<file path="config.mk">
export PLATFORM = sky130hd
export DESIGN_NAME = fisneg_pipe
export DESIGN_NICKNAME = d
export VERILOG_FILES = /design/src/rtl/fisneg_pipe.sv
export SDC_FILE = /design/constraint.sdc
export NUM_CORES = 1
export LEC_CHECK = 0
export BUFFER_PORTS_ARGS = -buffer_cell sky130_fd_sc_hd__buf_4
export CAP_MARGIN = 20
export CORE_AREA = 2 2 53 55
export CTS_CLUSTER_DIAMETER = 80
export DETAILED_ROUTE_END_ITERATION = 7
export DIE_AREA = 0 0 55 57
export GPL_ROUTABILITY_DRIVEN = 0
export PLACE_DENSITY = 0.8
export SLEW_MARGIN = 20
export SYNTH_ARGS = -nofsm -noshare
export SYNTH_HDL_FRONTEND = slang
export SYNTH_SLANG_ARGS = --single-unit
export TNS_END_PERCENT = 50
</file>
<file path="constraint.sdc">
create_clock -name clk -period 1.8 [get_ports clk]
set_clock_uncertainty 0.2 [all_clocks]
set_input_delay 0.18 -clock clk [delete_from_list [all_inputs] [get_ports clk]]
set_output_delay 0.18 -clock clk [all_outputs]
set_load 0.05 [all_outputs]
</file>
<file path="src/rtl/fisneg_pipe.sv">
// ---------------------------------------------------------------------------
// fisneg_pipe
//   Two-stage handshaked sign classifier for IEEE-754 single-precision
//   operands. Every accepted operand yields exactly one of neg / zero / pos,
//   returned together with the issuer tag. Denormals are treated as zero and
//   inf/NaN are classified by their sign bit alone.
//
//   Stage S1 registers the raw operand and tag. Stage S2 registers the
//   classified flags and tag, which drive the outputs directly.
//
// Ports
//   clk        clock, all state changes on the rising edge
//   rstn       synchronous active-low reset
//   in_valid   operand presented
//   in_ready   block can accept an operand this cycle
//   in_op      single-precision operand (sign[31], exp[30:23], frac[22:0])
//   in_tag     tag carried alongside the operand
//   flush      synchronous discard of every in-flight operand
//   out_valid  result presented
//   out_ready  consumer accepts the result this cycle
//   out_neg    operand strictly negative
//   out_zero   operand treated as zero
//   out_pos    operand strictly positive
//   out_tag    tag of the presented result
// ---------------------------------------------------------------------------
module fisneg_pipe #(
    parameter int TAG_W = 6
) (
    input  logic             clk,
    input  logic             rstn,
    input  logic             in_valid,
    output logic             in_ready,
    input  logic [31:0]      in_op,
    input  logic [TAG_W-1:0] in_tag,
    input  logic             flush,
    output logic             out_valid,
    input  logic             out_ready,
    output logic             out_neg,
    output logic             out_zero,
    output logic             out_pos,
    output logic [TAG_W-1:0] out_tag
);

    logic             s1_valid;
    logic [31:0]      s1_op;
    logic [TAG_W-1:0] s1_tag;

    logic             s2_valid;
    logic             s2_neg;
    logic             s2_zero;
    logic             s2_pos;
    logic [TAG_W-1:0] s2_tag;

    logic             s2_adv;
    logic             in_xfer;
    logic             exp_nz;

    // S2 can take S1's operand when it is empty or its result leaves this cycle.
    assign s2_adv   = s1_valid & (~s2_valid | out_ready);
    assign in_ready = ~s1_valid | s2_adv;
    assign in_xfer  = in_valid & in_ready;

    // Any non-zero exponent (including all-ones) is a signed, non-zero value.
    assign exp_nz   = |s1_op[30:23];

    always_ff @(posedge clk) begin
        if (!rstn) begin
            s1_valid <= 1'b0;
            s1_op    <= '0;
            s1_tag   <= '0;
        end else if (flush) begin
            s1_valid <= 1'b0;
        end else if (in_xfer) begin
            s1_valid <= 1'b1;
            s1_op    <= in_op;
            s1_tag   <= in_tag;
        end else if (s2_adv) begin
            s1_valid <= 1'b0;
        end
    end

    // Flags are cleared whenever S2 empties so that all flags read 0
    // while out_valid is low.
    always_ff @(posedge clk) begin
        if (!rstn) begin
            s2_valid <= 1'b0;
            s2_neg   <= 1'b0;
            s2_zero  <= 1'b0;
            s2_pos   <= 1'b0;
            s2_tag   <= '0;
        end else if (flush) begin
            s2_valid <= 1'b0;
            s2_neg   <= 1'b0;
            s2_zero  <= 1'b0;
            s2_pos   <= 1'b0;
        end else if (s2_adv) begin
            s2_valid <= 1'b1;
            s2_neg   <= s1_op[31] & exp_nz;
            s2_zero  <= ~exp_nz;
            s2_pos   <= ~s1_op[31] & exp_nz;
            s2_tag   <= s1_tag;
        end else if (out_ready) begin
            s2_valid <= 1'b0;
            s2_neg   <= 1'b0;
            s2_zero  <= 1'b0;
            s2_pos   <= 1'b0;
        end
    end

    assign out_valid = s2_valid;
    assign out_neg   = s2_neg;
    assign out_zero  = s2_zero;
    assign out_pos   = s2_pos;
    assign out_tag   = s2_tag;

endmodule

</file>
-- Yosys cells after proc, flatten, opt, wreduce, memory -nomap -nowiden
Index checks and enable logic that the tools add are counted.
- muxes and demuxes: 7
- bitwise gates (word level): 12
- reduce and logical (&&, ||, !) cells: 6
- operators with widths (kind ; count):
    $reduce_or 8->1 ; 1
    $mux 1 ; 7
    $not 1->1 ; 6
    $and 1x1->1 ; 4
    $reduce_and 2->1 ; 2
    $reduce_bool 2->1 ; 2
    $or 1x1->1 ; 2
    $reduce_or 2->1 ; 1
- register bits: 49
- input port bits: 43
- word-level logic and storage cells: 33

-- Depth between registers and ports, before layout
Gate-level depths: netlist (run 1).
- depth after elaboration: 6
- gate-level depth with buffers: 4
- mapped depth without buffers: 3

-- Least setup slack after synthesis (run 1)
No wires, ideal clock.
- path type: flip-flop to flip-flop
- start point: register s2_valid, in the netlist out_valid
- end point: register s1_op[23]
- setup time: 0.072 ns
- arrival: 1.386 ns
- setup slack: 0.143 ns
- cell stages (with the launch flop): 5
- period minus slack after synthesis: 1.657 ns
- cell sequence: dfxtp_1 -> nor2b_4 -> a21oi_2 -> buf_8 -> mux2i_1
- cells in the longest elaborated chain, start to end: 6
- RTL lines (what ; RTL line ; RTL):
    start, declared ; 48 ; logic s2_valid;
    start signal, assigned ; 86 ; s2_valid <= 1'b0;
    start signal, assigned ; 92 ; s2_valid <= 1'b0;
    start signal, assigned ; 97 ; s2_valid <= 1'b1;
    $not 1->1 ; 59 ; assign s2_adv = s1_valid & (~s2_valid | out_ready);
    $or 1x1->1 ; 59 ;
    $and 1x1->1 ; 59 ;
    $or 1x1->1 ; 60 ; assign in_ready = ~s1_valid | s2_adv;
    $and 1x1->1 ; 61 ; assign in_xfer = in_valid & in_ready;
    $reduce_and 2->1 (no source line) ; n/a ;
    end signal, assigned ; 75 ; s1_op <= in_op;
    end, declared ; 45 ; logic [31:0] s1_op;
No other way between the ends.
A chain may end at the register's enable or synchronous reset.

-- Worst setup path in the final report (run 1)
- start point: input port out_ready
- end point: output port in_ready
- cells in the longest elaborated chain, start to end: 3
- RTL lines (what ; RTL line ; RTL):
    start, declared ; 37 ; input logic out_ready,
    $or 1x1->1 ; 59 ;
    $and 1x1->1 ; 59 ;
    $or 1x1->1 ; 60 ;
    end, declared ; 32 ; output logic in_ready,
No other way between the ends.

==> flow_metrics.py, run 1 <==
metrics = {
    "global_route": {
        "grt_overflow": 0,
        "first_global_vias": 869,
        "grt_use_total": 0.152,
        "antenna_found_initial": 0,
        "grt_pass1_wl_um": 3440,
        "grt_max_degree": 37,
    },
    "final_layout": {
        "area_delta_synth_final_pct": 44.5,
        "diodes": 0,
        "drive_gt1_frac": 0.241,
        "layout_commonest_cell": "nand2_1",
        "final_nets": 202,
        "post_layout_nonfiller_instances": 189,
        "layout_common_cells": "38 x nand2_1, 32 x buf_4, 26 x dfxtp_1",
    },
    "synth": {
        "synth_warnings": 0,
        "ys_ff_latch": 26,
        "syn_inst": 109,
        "synth_edf_count": 0,
        "synth_area_leaders": "dfxtp_1 50%, mux2i_1 20%, nand2_1 14%, a32o_1 2.9%, buf_8 1.4%",
        "yosysTopAreaCell": "dfxtp_1",
        "seq_area_frac_synth": 0.500,
        "ys.flop_type": "dfxtp_1",
        "synth_top_area_share": 0.500,
        "syn_nets": 152,
        "synth_area_per_cell_um2": 9.55,
        "synthArstFlopShare": 0,
        "synth_area_um2": 1040,
        "ys_types": 19,
    },
    "critical_path": {
        "start_kind": "primary input",
        "slowest_delay_ns": 0.54,
        "cp_common_cell": "buf_4",
        "cp_max_fo": 6,
        "slowest_stage": "dlygate4sd3_1",
        "crit_type": "primary input to output port",
        "crit_path_end_kind": "output port",
        "critPathArrivalTime_ns": 1.31,
        "worstPathRequired_ns": 1.42,
        "path_cells": "dlygate4sd3_1, buf_4, nor2b_4, nand2_1, buf_4",
    },
    "die": {
        "die_w_um": 55,
        "initial_utilization": 0.398,
        "coreArea_um2": 2620,
        "chipHeight_um": 57,
        "die-area_um2": 3140,
        "fp-row-count": 19,
        "io_pins": 54,
    },
    "timing": {
        "min_period_ns": 1.69,
        "setup_violations": 0,
        "period_share": 0.939,
        "slew_headroom": 0.740,
        "drv_slew": 0,
        "worst_pin_slew_ns": 0.387,
        "fin_tns_setup_ns": 0,
        "whs_ns": 0.198,
        "rsz0062_at_grt": "no",
        "worst_slack_ns": 0.110,
        "fmax_ghz": 0.592,
        "hold_viol": 0,
    },
    "placed_design": {
        "hpwl_um": 1490,
        "dpl.cell_count": 166,
        "dpl_worst_slack_ns": 0.310,
        "port_buffers": 30,
    },
    "run": {
        "max_cap_viol_count": 0,
    },
    "cts": {
        "cts_resized": 0,
        "cts.path.max_buffers": 2,
        "cts_root_buf": "clkbuf_4",
        "numCtsBuffers": 3,
        "h-tree-depth": 1,
        "cts_tree": "built",
        "cts_sinks": 26,
        "clkTransAtPathRegs_ns": 0.13,
        "clk_latency_ns": 0.31,
    },
    "routing": {
        "ant_nets": 0,
        "route.detailed.drc": 0,
        "viasPerCell": 4.70,
        "first_pass_iters": 4,
        "drt-total-wl_um": 2170,
        "vias": 889,
        "drt_iter0_drc": 20,
        "routedWlPerCell_um": 11.5,
    },
    "power": {
        "powerDensity_nw_per_um2": 692,
        "ir_worst_vdd_mv": 0.494,
        "p_leak_uw": 0.000676,
    },
    "worst_hold_path": {
        "worstHoldPathType": "primary input to register",
    },
    "status": {
        "status": "finished clean",
    },
}
-- final cells by class --
cell class / count / area, um2
Clock buffer: 4 / 36.3
Inverter: 1 / 3.75
Sequential cell: 26 / 520
Timing Repair Buffer: 51 / 430
Multi-Input combinational cell: 76 / 474
Tap cell: 31 / 38.8
Fill cell: 233 / 1110
-- flip-flops by register name, indices dropped and copies added (netlist names) --
name and flops:
s1_op 9, out_tag 6, s1_tag 6, out_neg 1, out_pos 1, out_valid 1, out_zero 1, s1_valid 1
-- cell families (layout without fill, tap and decap cells) --
kind of cell / count (synthesis) / after routing / synth area share
mux: 21 / 21 / 0.202
buf+inv: 7 / 56 / 0.0445
compound gates: 5 / 5 / 0.0421
flops: 26 / 26 / 0.500
simple gates: 50 / 50 / 0.212
-- path summary, 6_finish.rpt --
check	to	start	slack [ns]	cells past startpoint
worst max-delay path	in_ready	out_ready	0.11	5
worst min-delay path	s1_op[24]	rstn	0.20	4
worst max register to register	s1_valid	out_valid	0.23	4
worst min register to register	out_tag[2]	out_tag[2]	0.27	2
-- report_power, final --
part	leakage (uW)	internal [uW]	total (uW)	switching, uW
registers	0.000212	596	606	10.0
clock network	0.0000210	124	284	161
logic	0.000443	84.7	151	66.0
total	0.000676	804	1040	237
-- synth_stat cells (all sizes together), types with 2 or more instances --
master / instances
a21oi: 2
a32o: 3
buf: 3
clkbuf: 3
dfxtp: 26
mux2i: 21
nand2: 38
nand2b: 2
nor2: 3
nor2b: 2
nor4: 2
-- per-stage QoR --
stage | util | cell area (um2) | total power (uW)
4_1_cts | 0.575 | 1500 | 1050
6_report | 0.575 | 1500 | 1040
3_5_place_dp | 0.489 | 1280 | 738
3_3_place_gp | 0.489 | 1280 | 733
5_1_grt | 0.575 | 1500 | 1090
2_1_floorplan | - | 1040 | 691
-- critical path: cells and delay by family --
kind	cells	cell delay, ns
buffers and inverters	3	0.89
and+or+nand+nor	2	0.25
-- repair_timing --
item	CTS	global route
hold endpoints to repair	17	0
hold buffers	19	0
setup buffers	0	0
-- metal layers --
metal / vias to the layer above / wire length [um] / track usage
met4: 0 / 40 / 0.0767
met3: 4 / 89 / 0.0314
met2: 24 / 1080 / 0.255
met1: 399 / 960 / 0.179
met5: - / 0 / 0
li1: 462 / - / -
Power figures use the tool's default switching activity.
==> run 2: changes to the inputs <==
==> constraint.sdc (replaced) <==
create_clock -name clk -period 1.8 [get_ports clk]
set_clock_uncertainty 0.2 [all_clocks]
set_input_delay 0.45 -clock clk [delete_from_list [all_inputs] [get_ports clk]]
set_output_delay 0.45 -clock clk [all_outputs]
set_load 0.05 [all_outputs]
==> flow_metrics.py, run 2 (synthesis gave the netlist of run 1 again) <==
metrics = {
    "status": {
        "status": "finished clean",
    },
    "placed_design": {
        "hpwl_um": 1420,
        "port_buffers": 30,
        "dpl_worst_slack_ns": 0.125,
    },
    "worst_hold_path": {
        "worstHoldPathType": "primary input to register",
        "holdPathEnd": "s1_valid",
        "min_from": "in_valid",
        "hold_depth": 3,
    },
    "timing": {
        "period_share": 0.941,
        "rsz0062_at_grt": "no",
        "whs_ns": 0.166,
        "hold_viol": 0,
        "fmax_ghz": 0.591,
        "fin_tns_setup_ns": 0,
        "slew_headroom": 0.706,
        "worst_slack_ns": 0.107,
        "setup_violations": 0,
        "drv_slew": 0,
        "min_period_ns": 1.69,
        "worst_pin_slew_ns": 0.437,
    },
    "final_layout": {
        "drive_gt1_frac": 0.281,
        "fin_util": 0.505,
        "largest_register_ffs": 9,
        "diodes": 0,
        "top_register": "s1_op",
        "layout_commonest_cell": "nand2_1",
        "layout_common_cells": "38 x nand2_1, 32 x buf_4, 25 x dfxtp_1",
        "area_delta_synth_final_pct": 26.9,
        "final_nets": 184,
    },
    "critical_path": {
        "path_cells": "nor2b_4, nand2_1, buf_4",
        "start_kind": "register",
        "slowest_delay_ns": 0.35,
        "crit_buf_inv": 1,
        "crit_path_end_kind": "output port",
        "critPathArrivalTime_ns": 1.04,
        "crit_type": "register to output port",
        "slowest_stage": "dfxtp_2",
        "rr_endpoint": "out_tag[4]",
        "worstPathRequired_ns": 1.15,
        "reg2regPathDepth": 4,
        "timing.reg2reg.setup_slack_ns": 0.16,
        "crit_family": "flip-flops",
        "rr_startpoint": "out_valid",
        "cp_max_fo": 3,
    },
    "die": {
        "io_pins": 54,
        "coreArea_um2": 2620,
        "chipHeight_um": 57,
        "die_w_um": 55,
        "die-area_um2": 3140,
        "fp-row-count": 19,
        "initial_utilization": 0.398,
    },
    "global_route": {
        "antenna_found_initial": 0,
        "grt_overflow": 0,
        "grt_pass1_wl_um": 3020,
        "first_global_vias": 750,
        "grt_use_total": 0.134,
        "grt_max_degree": 37,
    },
    "power": {
        "p_total_uw": 955,
        "internal_power_uw": 736,
        "ir_worst_vdd_mv": 0.571,
        "combPwrFrac": 0.127,
        "powerDensity_nw_per_um2": 723,
        "p_clk_frac": 0.239,
        "p_sw_frac": 0.229,
        "seqPwrFrac": 0.634,
        "p_switching_uw": 219,
        "p_leak_uw": 0.000594,
    },
    "cts": {
        "cts.path.max_buffers": 2,
        "h-tree-depth": 1,
        "holdBufCountCts": 0,
        "cts_tree": "built",
        "cts_sinks": 26,
        "cts_resized": 0,
        "clkTransAtPathRegs_ns": 0.12,
        "cts_root_buf": "clkbuf_4",
        "numCtsBuffers": 3,
        "clk_latency_ns": 0.31,
    },
    "routing": {
        "viasPerCell": 4.84,
        "routedWlPerCell_um": 11.1,
        "drt_iter0_drc": 10,
        "ant_nets": 0,
        "drt-total-wl_um": 1880,
        "route.detailed.drc": 0,
        "first_pass_iters": 4,
        "vias": 822,
    },
    "run": {
        "max_cap_viol_count": 0,
    },
}
## run 2: changes by cell type in the layout (fill, tap and decap cells not counted)
cell           change
buf_12             +1
clkbuf_8           -1
dfxtp_1            -1
dfxtp_2            +1
dlygate4sd3_1     -19
## run 2: per-layer routing
layer	up-vias	share of wire	GRT usage
li1	423	-	-
met1	372	0.43	0.170
met2	22	0.49	0.207
met5	-	0	0
met4	0	0.027	0.0836
met3	5	0.053	0.0236
## run 2: worst max-delay path by stage
stage,start,endpoint,slack (ns),cells after the start
after CTS,out_valid,in_ready,0.09,3
after global routing,s1_valid,in_ready,0.02,2
after detailed placement,out_ready,out_tag[4],0.12,4
final,out_valid,in_ready,0.11,3
after floorplan,out_valid,in_ready,0.11,2
after global placement,out_ready,in_ready,0.15,4
## run 2: through the flow
stage,std cells,cell area [um2]
4_1_cts,170,1320
3_3_place_gp,166,1290
5_1_grt,170,1320
6_report,170,1320
2_1_floorplan,109,1040
3_5_place_dp,166,1290
## run 2: what timing repair did
action,CTS,global route
endpoints found under the setup margin,1,0
hold endpoints to repair,0,0
buffers inserted,1,0
## run 2: worst reg2reg max path: cells and delay by family, from the launching register on
family | cells | cell delay [ns]
multiplexers | 1 | 0.19
buffers and inverters | 1 | 0.14
AND/OR/NAND/NOR | 2 | 0.66
flip-flops | 1 | 0.34
## run 2: power groups by stage
stage                     Combinational (uW)  Clock, uW  Sequential, uW
after global placement                   119          0             617
after floorplan                         67.4          0             623
final                                    121        229             606
after global routing                     134        272             608
after detailed placement                 122          0             619
after CTS                                123        238             606
## run 2: area by class of cell
cell class / instances / area (um2)
multi-input cells: 76 / 474
well taps: 31 / 38.8
fillers: 250 / 1290
inverters: 1 / 3.75
clock buffers: 3 / 22.5
flip-flops and latches: 26 / 522
repair buffers: 33 / 260
==> run 3: changes to the inputs <==
- clock period: 1.8 -> 1.94 ns (I/O delays scaled with it)
==> flow_metrics.py, run 3 (synthesis gave the netlist of run 1 again) <==
metrics = {
    "status": {
        "status": "finished clean",
    },
    "die": {
        "fp-row-count": 19,
        "initial_utilization": 0.398,
        "die-area_um2": 3140,
        "io_pins": 54,
        "coreArea_um2": 2620,
        "chipHeight_um": 57,
        "die_w_um": 55,
    },
    "cts": {
        "clk_latency_ns": 0.31,
        "cts_sinks": 26,
        "cts_setup_buffers": 0,
        "cts.path.max_buffers": 2,
        "h-tree-depth": 1,
        "cts_resized": 0,
        "cts_root_buf": "clkbuf_4",
        "clkTransAtPathRegs_ns": 0.13,
        "numCtsBuffers": 3,
        "cts_tree": "built",
        "holdBufCountCts": 0,
    },
    "timing": {
        "fin_tns_setup_ns": 0,
        "slew_headroom": 0.727,
        "rsz0062_at_grt": "no",
        "period_share": 0.954,
        "worst_slack_ns": 0.0888,
        "min_period_ns": 1.85,
        "fmax_ghz": 0.540,
        "worst_pin_slew_ns": 0.406,
        "drv_slew": 0,
        "whs_ns": 0.188,
        "hold_viol": 0,
        "setup_violations": 0,
    },
    "final_layout": {
        "drive_gt1_frac": 0.273,
        "fin_util": 0.507,
        "top_register": "s1_op",
        "post_layout_nonfiller_instances": 170,
        "final_nets": 183,
        "area_delta_synth_final_pct": 27.4,
        "diodes": 0,
        "largest_register_ffs": 9,
        "layout_commonest_cell": "nand2_1",
        "layout_common_cells": "38 x nand2_1, 31 x buf_4, 26 x dfxtp_1",
    },
    "critical_path": {
        "timing.reg2reg.setup_slack_ns": 0.42,
        "crit_type": "register to output port",
        "path_cells": "nor2b_4, nand2_1, buf_4",
        "crit_family": "flip-flops",
        "start_kind": "register",
        "crit_buf_inv": 1,
        "slowest_delay_ns": 0.37,
        "worstPathRequired_ns": 1.25,
        "crit_path_end_kind": "output port",
        "critPathArrivalTime_ns": 1.17,
        "cp_max_fo": 6,
        "slowest_stage": "dfxtp_1",
    },
    "power": {
        "powerDensity_nw_per_um2": 708,
        "ir_worst_vdd_mv": 0.562,
        "p_leak_uw": 0.000595,
    },
    "routing": {
        "viasPerCell": 4.74,
        "ant_nets": 0,
        "routedWlPerCell_um": 11.6,
        "drt_iter0_drc": 18,
        "vias": 805,
        "first_pass_iters": 4,
        "drt-total-wl_um": 1970,
        "route.detailed.drc": 0,
    },
    "global_route": {
        "grt_pass1_wl_um": 3180,
        "antenna_found_initial": 0,
        "grtUsageMet1": 0.177,
        "grt_max_degree": 37,
        "grt_use_total": 0.138,
        "first_global_vias": 780,
        "grt_overflow": 0,
        "grt.met3_usage": 0.0236,
        "met2_usage": 0.216,
        "busiest_layer": "met2",
    },
    "placed_design": {
        "dpl.cell_count": 166,
        "hpwl_um": 1480,
        "port_buffers": 30,
        "dpl_worst_slack_ns": 0.212,
    },
    "run": {
        "max_cap_viol_count": 0,
    },
    "worst_hold_path": {
        "worstHoldPathType": "primary input to register",
    },
}
run 3: cell types whose count changed in the layout (fill, tap and decap cells not counted):
cell      previous run  this run
clkbuf_8             0         1
buf_4               32        31
dfxtp_1             25        26
dfxtp_2              1         0
run 3: stage by stage:
stage               power (uW)  area (um2)
floorplan                  641        1040
global placement           683        1290
detailed placement         688        1290
CTS                        951        1330
global route               987        1330
finish                     939        1330
run 3: report_power, final:
group / switching, uW / total (uW) / internal [uW]
combinational: 56.2 / 114 / 57.6
sequential: 9.14 / 562 / 553
clock: 149 / 264 / 115
total: 215 / 939 / 725
run 3: final timing paths:
kind                  start    endpoint  depth (start not counted)
setup / recovery  out_valid    in_ready                          3
hold / removal     in_valid    s1_valid                          3
setup reg to reg  out_valid  out_tag[5]                          3
hold reg to reg   s1_op[25]   s1_op[25]                          2
run 3: cell type report:
class | instances | area (um2)
flip-flops and latches | 26 | 520
clock buffers | 4 | 36.3
inverters | 1 | 3.75
multi-input cells | 76 | 474
well taps | 31 | 38.8
fillers | 246 | 1290
repair buffers | 32 | 253
run 3: worst reg2reg max path: stages (launching register included):
cell and delay, ns:
dfxtp_1 0.35, nor2b_4 0.15, or3b_1 0.54, mux2i_1 0.19
run 3: routing by layer:
metal,routed length (um),share of wire
met1,905,0.46
met2,925,0.47
met3,104,0.053
met4,36,0.018
met5,0,0
